<file path="config.mk">
export PLATFORM = sky130hd
export DESIGN_NAME = fila_bytes
export DESIGN_NICKNAME = d
export VERILOG_FILES = /design/src/rtl/fila_pkg.sv /design/src/rtl/fila_mem.sv /design/src/rtl/fila_bytes.sv
export SDC_FILE = /design/constraint.sdc
export NUM_CORES = 1
export LEC_CHECK = 0
export ABC_AREA = 1
export CORE_MARGIN = 1
export CORE_UTILIZATION = 55
export CTS_CLUSTER_DIAMETER = 80
export DETAILED_ROUTE_END_ITERATION = 10
export GPL_TIMING_DRIVEN = 0
export PLACE_DENSITY = 0.72
export SYNTH_ARGS = -nofsm -noshare
export SYNTH_HDL_FRONTEND = slang
export SYNTH_SLANG_ARGS = --single-unit
export TNS_END_PERCENT = 5
</file>
<file path="constraint.sdc">
create_clock -name clk_10KHz -period 2.43 [get_ports clk_10KHz]
set_input_delay 0.486 -clock clk_10KHz [delete_from_list [all_inputs] [get_ports clk_10KHz]]
set_output_delay 0.486 -clock clk_10KHz [all_outputs]
set_load 0.03 [all_outputs]
</file>
<file path="src/rtl/fila_pkg.sv">
// Shared types and default sizing for the deserializer byte queue.
package fila_pkg;

  localparam int FILA_DEPTH = 8;
  localparam int FILA_WIDTH = 8;

  typedef enum logic [1:0] {
    IDLE     = 2'd0,
    ACK      = 2'd1,
    WAIT_LOW = 2'd2
  } fila_state_t;

endpackage

</file>
<file path="src/rtl/fila_mem.sv">
// Byte storage for the queue: one write port, one registered read port.
// The read register is the queue's data_out, so it is cleared on reset.
module fila_mem #(
  parameter int DEPTH = 8,
  parameter int WIDTH = 8
) (
  input  logic                     clk,
  input  logic                     rst,
  input  logic                     i_we,
  input  logic [$clog2(DEPTH)-1:0] i_waddr,
  input  logic [WIDTH-1:0]         i_wdata,
  input  logic                     i_re,
  input  logic [$clog2(DEPTH)-1:0] i_raddr,
  output logic [WIDTH-1:0]         o_rdata
);

  logic [WIDTH-1:0] r_mem [DEPTH];
  logic [WIDTH-1:0] r_rdata;

  // Storage array; contents are don't-care after reset, so no reset here.
  always_ff @(posedge clk) begin
    if (i_we) r_mem[i_waddr] <= i_wdata;
  end

  // Registered read: old contents are returned even when the same edge writes.
  always_ff @(posedge clk) begin
    if (rst)       r_rdata <= '0;
    else if (i_re) r_rdata <= r_mem[i_raddr];
  end

  assign o_rdata = r_rdata;

endmodule

</file>
<file path="src/rtl/fila_bytes.sv">
// Circular byte queue fed by the deserializer's data_ready/ack handshake
// and drained one byte per request by the consumer.
module fila_bytes
  import fila_pkg::*;
#(
  parameter int DEPTH = FILA_DEPTH,
  parameter int WIDTH = FILA_WIDTH
) (
  input  logic                       clk_10KHz,
  input  logic                       reset,
  input  logic [WIDTH-1:0]           data_in,
  input  logic                       data_ready_in,
  output logic                       ack_out,
  input  logic                       dequeue_in,
  output logic [WIDTH-1:0]           data_out,
  output logic [$clog2(DEPTH+1)-1:0] len_out,
  output logic                       full_out,
  output logic                       empty_out
);

  localparam int AW = $clog2(DEPTH);
  localparam int LW = $clog2(DEPTH+1);

  fila_state_t   r_state;
  fila_state_t   w_state_nxt;
  logic          w_accept;
  logic          w_pop;
  logic [AW-1:0] r_wptr;
  logic [AW-1:0] r_rptr;
  logic [LW-1:0] r_count;
  logic [LW-1:0] w_count_nxt;
  logic          r_ack;
  logic          r_full;
  logic          r_empty;

  // Handshake state register.
  always_ff @(posedge clk_10KHz) begin
    if (reset) r_state <= IDLE;
    else       r_state <= w_state_nxt;
  end

  // Handshake next state; a byte is taken only from IDLE, and only if the
  // queue was not full before this edge. WAIT_LOW blocks a second write of
  // the same offered byte.
  always_comb begin
    w_state_nxt = r_state;
    w_accept    = 1'b0;
    case (r_state)
      IDLE: begin
        if (data_ready_in && !r_full) begin
          w_accept    = 1'b1;
          w_state_nxt = ACK;
        end
      end
      ACK:      w_state_nxt = WAIT_LOW;
      WAIT_LOW: if (!data_ready_in) w_state_nxt = IDLE;
      default:  w_state_nxt = IDLE;
    endcase
  end

  assign w_pop = dequeue_in && !r_empty;

  // Occupancy update; a simultaneous accept and pop leave the count unchanged.
  always_comb begin
    w_count_nxt = r_count;
    if (w_accept && !w_pop)      w_count_nxt = r_count + LW'(1);
    else if (!w_accept && w_pop) w_count_nxt = r_count - LW'(1);
  end

  // Pointers, count, ack pulse and flags; flags come from the count so a
  // full queue and an empty queue are never confused by equal pointers.
  always_ff @(posedge clk_10KHz) begin
    if (reset) begin
      r_wptr  <= '0;
      r_rptr  <= '0;
      r_count <= '0;
      r_ack   <= 1'b0;
      r_full  <= 1'b0;
      r_empty <= 1'b1;
    end else begin
      if (w_accept) r_wptr <= r_wptr + AW'(1);
      if (w_pop)    r_rptr <= r_rptr + AW'(1);
      r_count <= w_count_nxt;
      r_ack   <= w_accept;
      r_full  <= (w_count_nxt == LW'(DEPTH));
      r_empty <= (w_count_nxt == '0);
    end
  end

  fila_mem #(
    .DEPTH (DEPTH),
    .WIDTH (WIDTH)
  ) u_mem (
    .clk     (clk_10KHz),
    .rst     (reset),
    .i_we    (w_accept),
    .i_waddr (r_wptr),
    .i_wdata (data_in),
    .i_re    (w_pop),
    .i_raddr (r_rptr),
    .o_rdata (data_out)
  );

  assign ack_out   = r_ack;
  assign len_out   = r_count;
  assign full_out  = r_full;
  assign empty_out = r_empty;

endmodule

</file>
# Word-level counts from Yosys, hierarchy flattened
# Memory sizes are Yosys's and may differ from the RTL's. A register that Yosys moved wholly into a read port is not among the register bits.
# Index checks and enable logic that the tools add are counted.
# word_totals
regBits,15
ramBits,64
input_bits,12
output_inout_bits,15
word_cells,37
mem_count,1
# memory_table
name,depth,word_bits,read_ports,rd_clocked_by_memory_dff,wr,line_no,rtl
u_mem.r_mem,8,8,1,1,1,fila_mem.sv:17,logic [WIDTH-1:0] r_mem [DEPTH];
# classes
addsub,4
eq_ne,5
muxes,9
n_reduce_logical,11
# op_table
op,count
$mux W4,2
$add A3 B1 Y3 const B,2
$pmux W2 S3,1
$add A4 B1 Y4 const B,1
$eq A4 B4 Y1 const B,1
$logic_and A1 B1 Y1,4
$logic_not A1 Y1,4
$logic_not A4 Y1,1
$mux W1,4
$mux W2,2
$ne A2 B2 Y1 const B,2
$sub A4 B1 Y4 const B,1
$eq A2 B1 Y1 const B,1
$eq A2 B2 Y1 const B,1
$logic_not A2 Y1,1
$reduce_and A2 Y1,1

# Depth between registers and ports, before layout
# logic_depth
depth_word,9
depth_mapped,10

# Modules after synthesis
# A second synthesis with hierarchy kept.
# hier_totals
hier_cells,407
hier_area_um2,3868.7
# modules_own_cells
module,n_inst,cells_per_inst,area_per_inst_um2,seq_area_each_um2
fila_mem,1,305,3105.5,2082.0
fila_bytes,1,102,763.2,300.3

# Worst setup path before layout
# No wires, ideal clock.
# synth_timing
path_kind,input port to flip-flop
startpoint,input port data_ready_in
endpoint,memory u_mem.r_mem[0][0] (enable)
setup_ps,383
t_arrival_ps,1543
path_slack_ps,504
cell_stages,6
path_cell_list,inv_1 -> nor2_4 -> nand2_4 -> inv_2 -> nand2_1 -> nor3_1
# synth_via
elab_chain_len,5
# synth_lines
item,line_no,rtl
start: declaration,fila_bytes.sv:12,"input logic data_ready_in,"
$logic_and A1 B1 Y1,fila_bytes.sv:50,if (data_ready_in && !r_full) begin
$mux W1,fila_bytes.sv:50,
$mux W1,fila_bytes.sv:48,case (r_state)
$mux W1,fila_mem.sv:22,if (i_we) r_mem[i_waddr] <= i_wdata;
$mux W1 (not written as such),fila_mem.sv:22,
end: declaration,fila_mem.sv:17,
# No other way between the ends.

# Worst setup path in the final report
# layout_timing
startpoint,input port data_ready_in
endpoint,memory u_mem.r_mem[5][1] (enable)
# Same word-level chain as after synthesis.

==> impl_metrics.ini <==
[yosys]
synth.top_cell.area_share_pct = 54.4
postSynthCellCount = 317
yosys_warnings = 0
async_reset_ff_share_pct = 0
yosysSeqAreaShare_pct = 67.4
syn_avg_cell_area_sq_um = 11.1
synth_top_area_cell = edfxtp_1
yosysMostFrequentCell = nor2_1
synthTopCellsByArea = edfxtp_1, dfxtp_1, nor2_1
yosys.cell_types.count = 28
ys.flop_type = edfxtp_1
synth_commonest_cells = nor2_1, edfxtp_1, o21ai_0
synth.ff_latch_count = 87
syn-num-nets = 333
synth_edf_count = 64
synth_area_sq_um = 3530

[cells_and_area]
fin_nets = 369
diodes = 0
drive_above_1_share_pct = 12.0
finalNonFillerCells = 433
synthToLayoutAreaGrowth_pct = 16.1
postLayoutCellArea_sq_um = 4100

[detailed_routing]
post_drt_wl_per_cell_um = 17.5
wirelength_mm = 7.58
drt_iter0_drc = 277
vias = 2380
firstDrtPassIters = 4
drcViolationCount = 0
ant_nets = 0
avgViaCountPerCell = 5.50

[critical_path]
path_max_fanout = 10
reg2reg_slack_ns = 0.43
crit_type = in -> reg
rr_startpoint = r_state[1]$_SDFFE_PP0P_
worstSetupEndpointType = flop
worstRegToRegCells = 5
cp.required_ns = 2.39
worstReg2RegEnd = u_mem.r_mem[5][1]$_DFFE_PP_
crit_arrival_ns = 2.21
start_kind = input port

[min_path]
hp-class = reg -> reg
hold_end = r_wptr[0]$_SDFFE_PP0P_
hold_depth = 2
min-delay-start = r_wptr[0]$_SDFFE_PP0P_

[pwr]
sw_frac_of_total_pct = 32.1
clockPowerShare_pct = 26.7
switching_power_w = 0.00123
ir_drop_mv = 0.575
power_frac_comb_pct = 26.4
p_int_w = 0.00260
seq_power_share_pct = 46.9
p_leak_nw = 1.48
power.total_w = 0.00382
powerDensity_nw_per_um2 = 932

[cts]
clk_root_buffer_cell = clkbuf_8
cts_tree = yes
clock_latency_ns = 0.35
clk_pin_slew_ns = 0.08
cts_max_level = 3
cts_hold_buf = 0
cts_buffers = 9
clockBufferDepth = 2
clock_sinks = 87

[timing]
fin_tns_setup_ns = 0
fin_crit_sh_pct = 92.6
period_needed_ns = 2.25
slew_violations = 0
fmax_mhz = 444
finClkSkew_ns = 0.0135
tightest_slew_ns = 1.01
rsz0062_at_grt = false
hold_viol = 0
final-setup-viol-count = 0
slew_headroom_pct = 32.4

[die]
die_x_um = 82.1
die_area_sq_um = 6750
start_util_pct = 58.3
ios = 27
rows = 28
fp.dieH_um = 82.1
core_area_sq_um = 6060

[global_routing]
grt_use_total_pct = 25.1
antenna_found_initial = 0
grt_max_degree = 16
grt_pass1_vias = 2241
grt_overflow_total = 0
grt_pass1_wl_mm = 11.6

[place]
place_congestion = 0.797
place_inst = 417
portBuffers = 25
place_hpwl_mm = 4.85
place_area_sq_um = 3880

[run]
drv_cap = 0

[status]
status = completed
[layout by cell type, fill, tap and decap left out, types with 3 or more instances in the layout]
master            n
clkdlybuf4s50_1  25
buf_2             7
inv_1            11
nor2_1           66
buf_6             3
dfxtp_1          23
ha_1              4
o211ai_1         16
clkbuf_8         10
o21ai_0          40
a21oi_1          15
inv_2             3
o21ai_1           5
edfxtp_1         64
nand3_1           8
nand2_1          30
[cell type report]
class | instances | area (sq um)
buffer | 14 | 90.1
clock buffer | 13 | 191
clock inverter | 3 | 22.5
fill | 470 | 1960
inverter | 15 | 56.3
multi-input combinational | 201 | 1010
sequential | 87 | 2380
tap | 75 | 93.8
timing repair buffer | 25 | 250
[worst max-delay path by stage]
stage	start	endpoint	slack (ns)
finish	data_ready_in	u_mem.r_mem[5][1]$_DFFE_PP_	0.18
global route	data_ready_in	u_mem.r_mem[5][1]$_DFFE_PP_	0.09
CTS	data_ready_in	u_mem.r_mem[5][1]$_DFFE_PP_	0.16
detailed placement	data_ready_in	u_mem.r_mem[0][1]$_DFFE_PP_	-0.61
global placement	data_ready_in	u_mem.r_mem[0][7]$_DFFE_PP_	-0.49
floorplan	data_ready_in	u_mem.r_mem[0][0]$_DFFE_PP_	0.50
[per-stage QoR]
stage / hold WS (ns) / setup WS [ns] / utilization, %
after floorplan: 0.463 / 0.504 / -
after global placement: 0.474 / -0.492 / 64.0
after detailed placement: 0.495 / -0.609 / 64.0
after CTS: 0.488 / 0.157 / 67.7
after global routing: 0.507 / 0.0935 / 67.7
final: 0.502 / 0.179 / 67.7
[cell families (layout without fill, tap and decap cells)]
logic type	Yosys count	after routing	synth area share, %
compound gates	77	77	12.1
xor+xnor	1	1	0.248
fa+ha+maj	4	4	1.42
buf+inv	29	70	4.14
flops	87	87	67.4
simple gates	119	119	14.6
[sequential cells by signal, indices dropped and copies added (netlist names)]
| register | flops |
|---|---|
| empty_out | 1 |
| u_mem.o_rdata | 8 |
| r_rptr | 3 |
| full_out | 1 |
| ack_out | 1 |
| u_mem.r_mem | 64 |
| len_out | 4 |
| r_state | 2 |
| r_wptr | 3 |
[power by group through the flow]
stage	clock network [W]	registers, W	logic [W]
2_1_floorplan	0	0.00193	0.000548
3_3_place_gp	0	0.00182	0.000983
3_5_place_dp	0	0.00182	0.00100
4_1_cts	0.00103	0.00179	0.00101
5_1_grt	0.00110	0.00181	0.00111
6_report	0.00102	0.00179	0.00101
[worst max-delay path: stages]
cell and delay (ns):
clkdlybuf4s50_1 0.45, inv_1 0.07, nor2_4 0.12, nand2_4 0.12, nor2_1 0.10, inv_1 0.09
nor2_1 0.77
[per-layer routing]
metal	track usage, %	vias to the layer above	wire length, um	part of all wire (%)
met3	6.26	6	567	7.5
met5	0	-	0	0
met1	33.7	1102	3210	42
met4	12.8	0	102	1.3
met2	37.8	84	3700	49
li1	-	1188	-	-
[timing repair]
| action | 4_1_cts | 5_1_grt |
|---|---|---|
| setup buffers | 0 | 0 |
| resized for setup | 2 | 0 |
| setup endpoints to repair | 16 | 0 |
Power figures use the tool's default switching activity.
